## config.mk

```make
export PLATFORM = sky130hd
export DESIGN_NAME = output_port_allocator_flat
export DESIGN_NICKNAME = d
export VERILOG_FILES = /design/src/rtl/output_port_allocator_if.sv /design/src/rtl/output_port_allocator.sv /design/src/flat_wrapper.sv
export SDC_FILE = /design/constraint.sdc
export NUM_CORES = 1
export LEC_CHECK = 0
export ABC_AREA = 1
export BUFFER_PORTS_ARGS = -buffer_cell sky130_fd_sc_hd__buf_2
export CAP_MARGIN = 20
export CORE_UTILIZATION = 29
export CTS_CLUSTER_DIAMETER = 80
export DETAILED_ROUTE_END_ITERATION = 6
export SLEW_MARGIN = 10
export SYNTH_ARGS = -nofsm -noshare
export SYNTH_HDL_FRONTEND = slang
export SYNTH_SLANG_ARGS = --single-unit
```

## constraint.sdc

```tcl
create_clock -name clock -period 1.7 [get_ports clock]
set_input_delay 0.085 -clock clock [delete_from_list [all_inputs] [get_ports clock]]
set_output_delay 0.085 -clock clock [all_outputs]
set_load 0.1 [all_outputs]
```

## src/rtl/output_port_allocator_if.sv

```systemverilog
// Handshake bundle between the input-port side of the switch and one output port allocator.
// The slave modport is the allocator's view; the master modport is the requester/crossbar view.
interface output_port_allocator_if #(
  parameter int SWITCH_INPUTS = 4
);
  logic [SWITCH_INPUTS-1:0] req;
  logic [SWITCH_INPUTS-1:0] tail;
  logic                     out_stall;
  logic [SWITCH_INPUTS-1:0] alloc;
  logic                     alloc_c;
  logic                     xfer;
  logic                     timeout_err;

  modport master (
    output req, tail, out_stall,
    input  alloc, alloc_c, xfer, timeout_err
  );

  modport slave (
    input  req, tail, out_stall,
    output alloc, alloc_c, xfer, timeout_err
  );
endinterface

```

## src/rtl/output_port_allocator.sv

```systemverilog
// Per-output-port wormhole allocator: round-robin grant held for a whole packet, released on tail transfer.
// Optional stall watchdog enabled by defining ALLOC_TIMEOUT_EN (forced release after TIMEOUT_CYCLES).
module output_port_allocator #(
  parameter int SWITCH_INPUTS  = 4,
  parameter int TIMEOUT_CYCLES = 255
) (
  input logic                   clock,
  input logic                   reset,
  output_port_allocator_if.slave bus
);

  localparam int PW = (SWITCH_INPUTS > 1) ? $clog2(SWITCH_INPUTS) : 1;

  typedef logic [SWITCH_INPUTS-1:0] vec_t;

  vec_t          r_alloc;
  logic [PW-1:0] r_ptr;

  vec_t          w_allocNext;
  logic [PW-1:0] w_ptrNext;
  vec_t          w_cand;
  logic          w_busy;
  logic          w_xfer;
  logic          w_release;
  logic          w_winFound;
  logic [PW-1:0] w_winIdx;
  logic          w_force;

  // Scans from start upward with wrap; iterating backwards lets the earliest hit overwrite later ones.
  function automatic logic [PW:0] rrPick(input vec_t cand, input logic [PW-1:0] start);
    logic [PW:0] res;
    int          idx;
    res = '0;
    for (int i = SWITCH_INPUTS - 1; i >= 0; i--) begin
      idx = (int'(start) + i) % SWITCH_INPUTS;
      if (cand[idx]) res = {1'b1, PW'(idx)};
    end
    return res;
  endfunction

  assign w_busy    = |r_alloc;
  assign w_xfer    = (|(r_alloc & bus.req)) & ~bus.out_stall;
  assign w_release = w_xfer & (|(r_alloc & bus.tail));

  // On release the current owner is masked so a waiting input takes over without a bubble.
  assign w_cand = w_busy ? (bus.req & ~r_alloc) : bus.req;
  assign {w_winFound, w_winIdx} = rrPick(w_cand, r_ptr);

  always_comb begin
    w_allocNext = r_alloc;
    w_ptrNext   = r_ptr;
    if (w_force) begin
      w_allocNext = '0;
    end else if (!w_busy || w_release) begin
      w_allocNext = '0;
      if (w_winFound) begin
        w_allocNext = vec_t'(1) << w_winIdx;
        w_ptrNext   = PW'((int'(w_winIdx) + 1) % SWITCH_INPUTS);
      end
    end
  end

  always_ff @(posedge clock) begin
    if (reset) begin
      r_alloc <= '0;
      r_ptr   <= '0;
    end else begin
      r_alloc <= w_allocNext;
      r_ptr   <= w_ptrNext;
    end
  end

`ifdef ALLOC_TIMEOUT_EN
  localparam int CW = $clog2(TIMEOUT_CYCLES + 1);

  logic [CW-1:0] r_cnt;
  logic          r_timeoutErr;

  // Counts consecutive busy cycles without progress; hitting the limit frees the port.
  assign w_force = w_busy & ~w_xfer & (r_cnt == CW'(TIMEOUT_CYCLES));

  always_ff @(posedge clock) begin
    if (reset) begin
      r_cnt        <= '0;
      r_timeoutErr <= 1'b0;
    end else begin
      r_timeoutErr <= w_force;
      if (!w_busy || w_xfer || w_force) begin
        r_cnt <= '0;
      end else begin
        r_cnt <= r_cnt + 1'b1;
      end
    end
  end

  assign bus.timeout_err = r_timeoutErr;
`else
  assign w_force         = 1'b0;
  assign bus.timeout_err = 1'b0;
`endif

  assign bus.alloc   = r_alloc;
  assign bus.alloc_c = w_busy;
  assign bus.xfer    = w_xfer;

endmodule
```

## src/flat_wrapper.sv

```systemverilog
// flat-port wrapper written by rule: the top's interface ports become plain ports
module output_port_allocator_flat 
#(
  parameter int SWITCH_INPUTS  = 4,
  parameter int TIMEOUT_CYCLES = 255
)
  (clock, reset, bus_req, bus_tail, bus_out_stall, bus_alloc, bus_alloc_c, bus_xfer, bus_timeout_err);
  output_port_allocator_if #(.SWITCH_INPUTS(SWITCH_INPUTS)) bus_i ();
  input logic clock;
  input logic reset;
  input wire logic [$bits(bus_i.req)-1:0] bus_req;
  input wire logic [$bits(bus_i.tail)-1:0] bus_tail;
  input wire logic [$bits(bus_i.out_stall)-1:0] bus_out_stall;
  output wire logic [$bits(bus_i.alloc)-1:0] bus_alloc;
  output wire logic [$bits(bus_i.alloc_c)-1:0] bus_alloc_c;
  output wire logic [$bits(bus_i.xfer)-1:0] bus_xfer;
  output wire logic [$bits(bus_i.timeout_err)-1:0] bus_timeout_err;
  assign bus_i.req = bus_req;
  assign bus_i.tail = bus_tail;
  assign bus_i.out_stall = bus_out_stall;
  assign bus_alloc = bus_i.alloc;
  assign bus_alloc_c = bus_i.alloc_c;
  assign bus_xfer = bus_i.xfer;
  assign bus_timeout_err = bus_i.timeout_err;
  output_port_allocator #(.SWITCH_INPUTS(SWITCH_INPUTS), .TIMEOUT_CYCLES(TIMEOUT_CYCLES)) u_core (.clock(clock), .reset(reset), .bus(bus_i));
endmodule
```

## Yosys cells after proc, flatten, opt, wreduce, memory -nomap -nowiden

Cells that the tools add are included.

- Flip-flop bits (word level): 6
- Bits of input ports: 11
- Output and inout bits: 7
- Word-level logic and storage cells: 47

- Add/sub/neg operators: 4
- $lt $le $gt $ge: 4
- Shift-type cells: 1
- Muxes and demuxes: 17
- Bitwise logic cells: 10
- Reductions and logical operators: 9

Operators by type and width:

| cell | number |
|---|---|
| $and 4x4->4 | 3 |
| $lt 3x4->1 const B | 3 |
| $mux 3 | 4 |
| $reduce_or 4->1 | 3 |
| $bmux 1 s2 | 4 |
| $mux 4 | 2 |
| $mux 1 | 7 |
| $reduce_or 2->1 | 3 |
| $add 2x1->2 const B | 2 |
| $add 2x2->2 const B | 2 |
| $not 4->4 | 1 |
| $shl 1x2->4 const A | 1 |
| $and 1x1->1 const A | 3 |
| $lt 2x3->1 const B | 1 |
| $and 1x1->1 | 2 |
| $reduce_and 2->1 | 1 |
| $logic_not 1->1 | 1 |
| $logic_or 1x1->1 | 1 |
| $not 1->1 | 1 |

## Longest topological paths before layout

- Word-level depth: 12
- Gate-level depth with buffers: 15
- Mapped depth without buffers: 14

## Worst setup path after synthesis

OpenSTA, ideal clock, no wires.

- Path type: register to register
- From: register u_core.r_alloc[0], in the netlist u_core.bus.alloc[0]
- To: register u_core.r_alloc[3], in the netlist u_core.bus.alloc[3]
- Library setup time: 0.067 ns
- Arrival time: 2.677 ns
- Required time: 1.633 ns
- Path slack: -1.043 ns
- Stages on the path, launching flop included: 8
- Buffers on the path: 0
- Clock period less this slack: 2.743 ns
- Path through: dfxtp_1 > inv_1 > nand4_1 > nand2_1 > nand2_2 > a21oi_2 > nand2_1 > a21oi_2

- Elaborated cells between the ends (all ways): 29
- Classes of those cells: shift: 1; mux: 17; bitwise: 6; reduce/logical: 5

RTL lines:

| what | line | RTL |
|---|---|---|
| start: declaration | output_port_allocator.sv:16 | `vec_t r_alloc;` |
| start signal: assignment | output_port_allocator.sv:68 | `r_alloc <= w_allocNext;` |
| $reduce_or 4->1 (*) | output_port_allocator.sv:41 | `assign w_busy = \|r_alloc;` |
| net bus_alloc_c | flat_wrapper.sv:15 | `output wire logic [$bits(bus_i.alloc_c)-1:0] bus_alloc_c;` |
| $mux 4 | output_port_allocator.sv:46 | `assign w_cand = w_busy ? (bus.req & ~r_alloc) : bus.req;` |
| $bmux 1 s2 | output_port_allocator.sv:36 | `if (cand[idx]) res = {1'b1, PW'(idx)};` |
| $mux 1 (not written as such) (2 in a row) | output_port_allocator.sv:36 |  |
| $mux 3 (4 in a row) | output_port_allocator.sv:36 |  |
| $shl 1x2->4 | output_port_allocator.sv:57 | `w_allocNext = vec_t'(1) << w_winIdx;` |
| $mux 4 | output_port_allocator.sv:56 | `if (w_winFound) begin` |

Mark *: on every way through the listed nets, which the timed path passes. The rest lies on a longest branch. The select of a mux whose other input is x is not followed.
A chain may end at the register's enable or synchronous reset.

## Worst setup path in the final report

- From: register u_core.r_ptr[0]
- To: register u_core.r_ptr[1]

- Cells in the longest elaborated chain, start to end: 9
- Elaborated cells between the ends (all ways): 20
- Classes of those cells: add/sub: 4; mux: 15; reduce/logical: 1

Ends and longest elaborated chain:

| what | line | RTL |
|---|---|---|
| start: declaration | output_port_allocator.sv:17 | `logic [PW-1:0] r_ptr;` |
| start signal: assignment | output_port_allocator.sv:69 | `r_ptr <= w_ptrNext;` |
| $add 2x2->2 | output_port_allocator.sv:35 | `idx = (int'(start) + i) % SWITCH_INPUTS;` |
| $bmux 1 s2 | output_port_allocator.sv:36 |  |
| $mux 1 (not written as such) (2 in a row) | output_port_allocator.sv:36 |  |
| $mux 3 (3 in a row) | output_port_allocator.sv:36 |  |
| $mux 3 (*) | output_port_allocator.sv:36 |  |
| $add 2x1->2 / $reduce_and 2->1 (equally long branches) | - |  |

Every way passes the cells marked *; elsewhere a longest branch is shown, timed or not. The select of a mux whose other input is x is not followed.

==> metrics.txt <==
R2R cell count 13; wire length per cell slightly below 10 um; I/O Pins 18; nets@finish 127; Sink Count 6; maximum clock frequency 0.671 GHz; initial DRC count 3; Setup crit end kind flip-flop; RSZ-0062 raised after global routing no; Die Area around 2200 um2; final slew viol count 0; commonest non-fill, non-tap cell in the layout nand2_1; GR Overflow Total 0; Mapped Area just under 600 um2; CTS Hold Bufs 0; fin crit period 1.49 ns; layout cells sized above 1 39.1%; CTS Buf Count 3; syn avg cell area ~6 um2; Routed WL 1370 um; status complete, no violations; Req. time, crit path between 1.5 and 2 ns; final setup margin ~0.21 ns; Area contributors post-synth nand2_1, dfxtp_1, nand3_1; synthesized flop and latch total 6; WHS 0.0644 ns; Mapped Nets around 110; sequential area share after synthesis roughly a fifth; Syn Inst Count just under 100; CTS tree done; period utilisation layout ~90%; setup-violating endpoint count in the final report 0; Worst Setup Path Type reg2reg; HPWL after detailed placement 1160 um; Cell variety after synth 21; global-route usage over all layers between 10% and 20%; Vias 640; Arr. time, crit path between 1.5 and 2 ns; placer congestion estimate between 0.7 and 0.8; clk_lat worst skew 0.25 ns; total core area about 1800 um2; largest net degree at the start of global routing 9; # fillers around 220; Layout area overhead 23.5%; DRC viols 0; class of the worst hold path in2reg; first-pass GRT wire length 2040 um; Worst Hold Depth 2; # diodes 0; Worst Clk Skew 0.00970 ns; Initial Utilization approximately a third; pre-CTS setup slack 0.0365 ns; number of max-cap violations 0; most frequent cells in the layout nand2_1, buf_2, nand3_1; CTS root buf clkbuf_4; vias in the first global route ~530; drt via density 4.57; Pre-antenna DRT Iters 2; antenna violations before repair 0; Die X 46.9 um; Final Hold Vio Count 0; post-route ant nets 0; maximum clock path buffer count 2; Die Height 46.9 um; FP Rows 15; H-tree depth 1; Max FO, Critical Path 8; Yosys warnings 0; I/O Buffers 16; clock transition at the registers of the reported paths 0.05 ns; top-area cell type share of the netlist area a little under a quarter; Worst setup SP type flip-flop; cell accounting for the most synthesized area nand2_1
==> worst max-delay path, cell delays in order (launching register included) <==
cell and delay (ns):
dfxtp_2 0.45, nand3_1 0.12, nand2_2 0.10, nand2_1 0.07
nand2_1 0.07, inv_1 0.04, nand2_2 0.07, nand2_2 0.06
nand2_4 0.07, nand2_2 0.05, nand3_1 0.10, nand3_1 0.08
nand2_1 0.06, inv_1 0.03
==> path summary, 6_finish.rpt <==
path,startpoint,to,slack [ns]
worst max-delay path,u_core.r_ptr[0]$_SDFFE_PP0P_,u_core.r_ptr[1]$_SDFFE_PP0P_,0.21
worst min register to register,u_core.bus.alloc[0]$_SDFFE_PP0N_,u_core.bus.alloc[0]$_SDFFE_PP0N_,0.52
worst max register to register,u_core.r_ptr[0]$_SDFFE_PP0P_,u_core.r_ptr[1]$_SDFFE_PP0P_,0.21
worst min-delay path,reset,u_core.bus.alloc[3]$_SDFFE_PP0N_,0.06
==> layout make-up <==
cell class	count	area, um2	area share, %
Inverter	14	57.6	7.96
Tap cell	25	31.3	4.33
Multi-Input combinational cell	74	384	53.1
Timing Repair Buffer	17	87.6	12.1
Clock buffer	4	26.3	3.63
Sequential cell	6	136	18.9
==> logic make-up after synthesis <==
kind of cell | count (synthesis) | synth area share [%]
buffers and inverters | 17 | 13.9
AO/OA/AOI/OAI | 8 | 12.0
AND/OR/NAND/NOR | 63 | 50.0
flip-flops | 6 | 20.5
XOR/XNOR | 2 | 2.99
other | 1 | 0.640
==> state kept, by name, indices dropped and copies added, names as in the netlist <==
| name | flops |
|---|---|
| u_core.bus.alloc | 4 |
| u_core.r_ptr | 2 |
==> metal layers <==
layer  vias up  track usage, %  routed length (um)
met5         -               0                   0
met4         0               0                   0
met3         0            5.38                 102
met2        21            23.6                 622
met1       279            15.1                 647
li1        340               -                   -
==> cells in the mapped netlist <==
| library cell | instances |
|---|---|
| nand2_1 | 37 |
| inv_1 | 11 |
| nand3_1 | 9 |
| nand2_2 | 7 |
| dfxtp_1 | 6 |
| nor2_1 | 4 |
| a21oi_1 | 3 |
| a21oi_2 | 3 |
| nand4_1 | 3 |
| inv_2 | 2 |
| nand3_2 | 2 |
| a211oi_1 | 1 |
| a31oi_4 | 1 |
| buf_2 | 1 |
| buf_4 | 1 |
| buf_6 | 1 |
| conb_1 | 1 |
| inv_6 | 1 |
| nand2_4 | 1 |
| xnor2_1 | 1 |
| xor2_1 | 1 |
==> metrics by stage <==
step	cell area, um2	std cells	util (%)	setup TNS (ns)
after floorplan	601	97	-	-3.59
after global placement	696	136	38.6	0
after detailed placement	696	136	38.6	0
after CTS	722	140	40.1	0
after global routing	723	140	40.1	0
final	723	140	40.1	0
==> timing repair <==
item | in CTS | in global routing
buffers inserted | 0 | 0
resized for setup | 0 | 1
endpoints found under the setup margin | 0 | 5
Power is left out: the tool's default activity adds up to more than one toggle a clock period on the data nets, which glitch-free logic cannot reach.
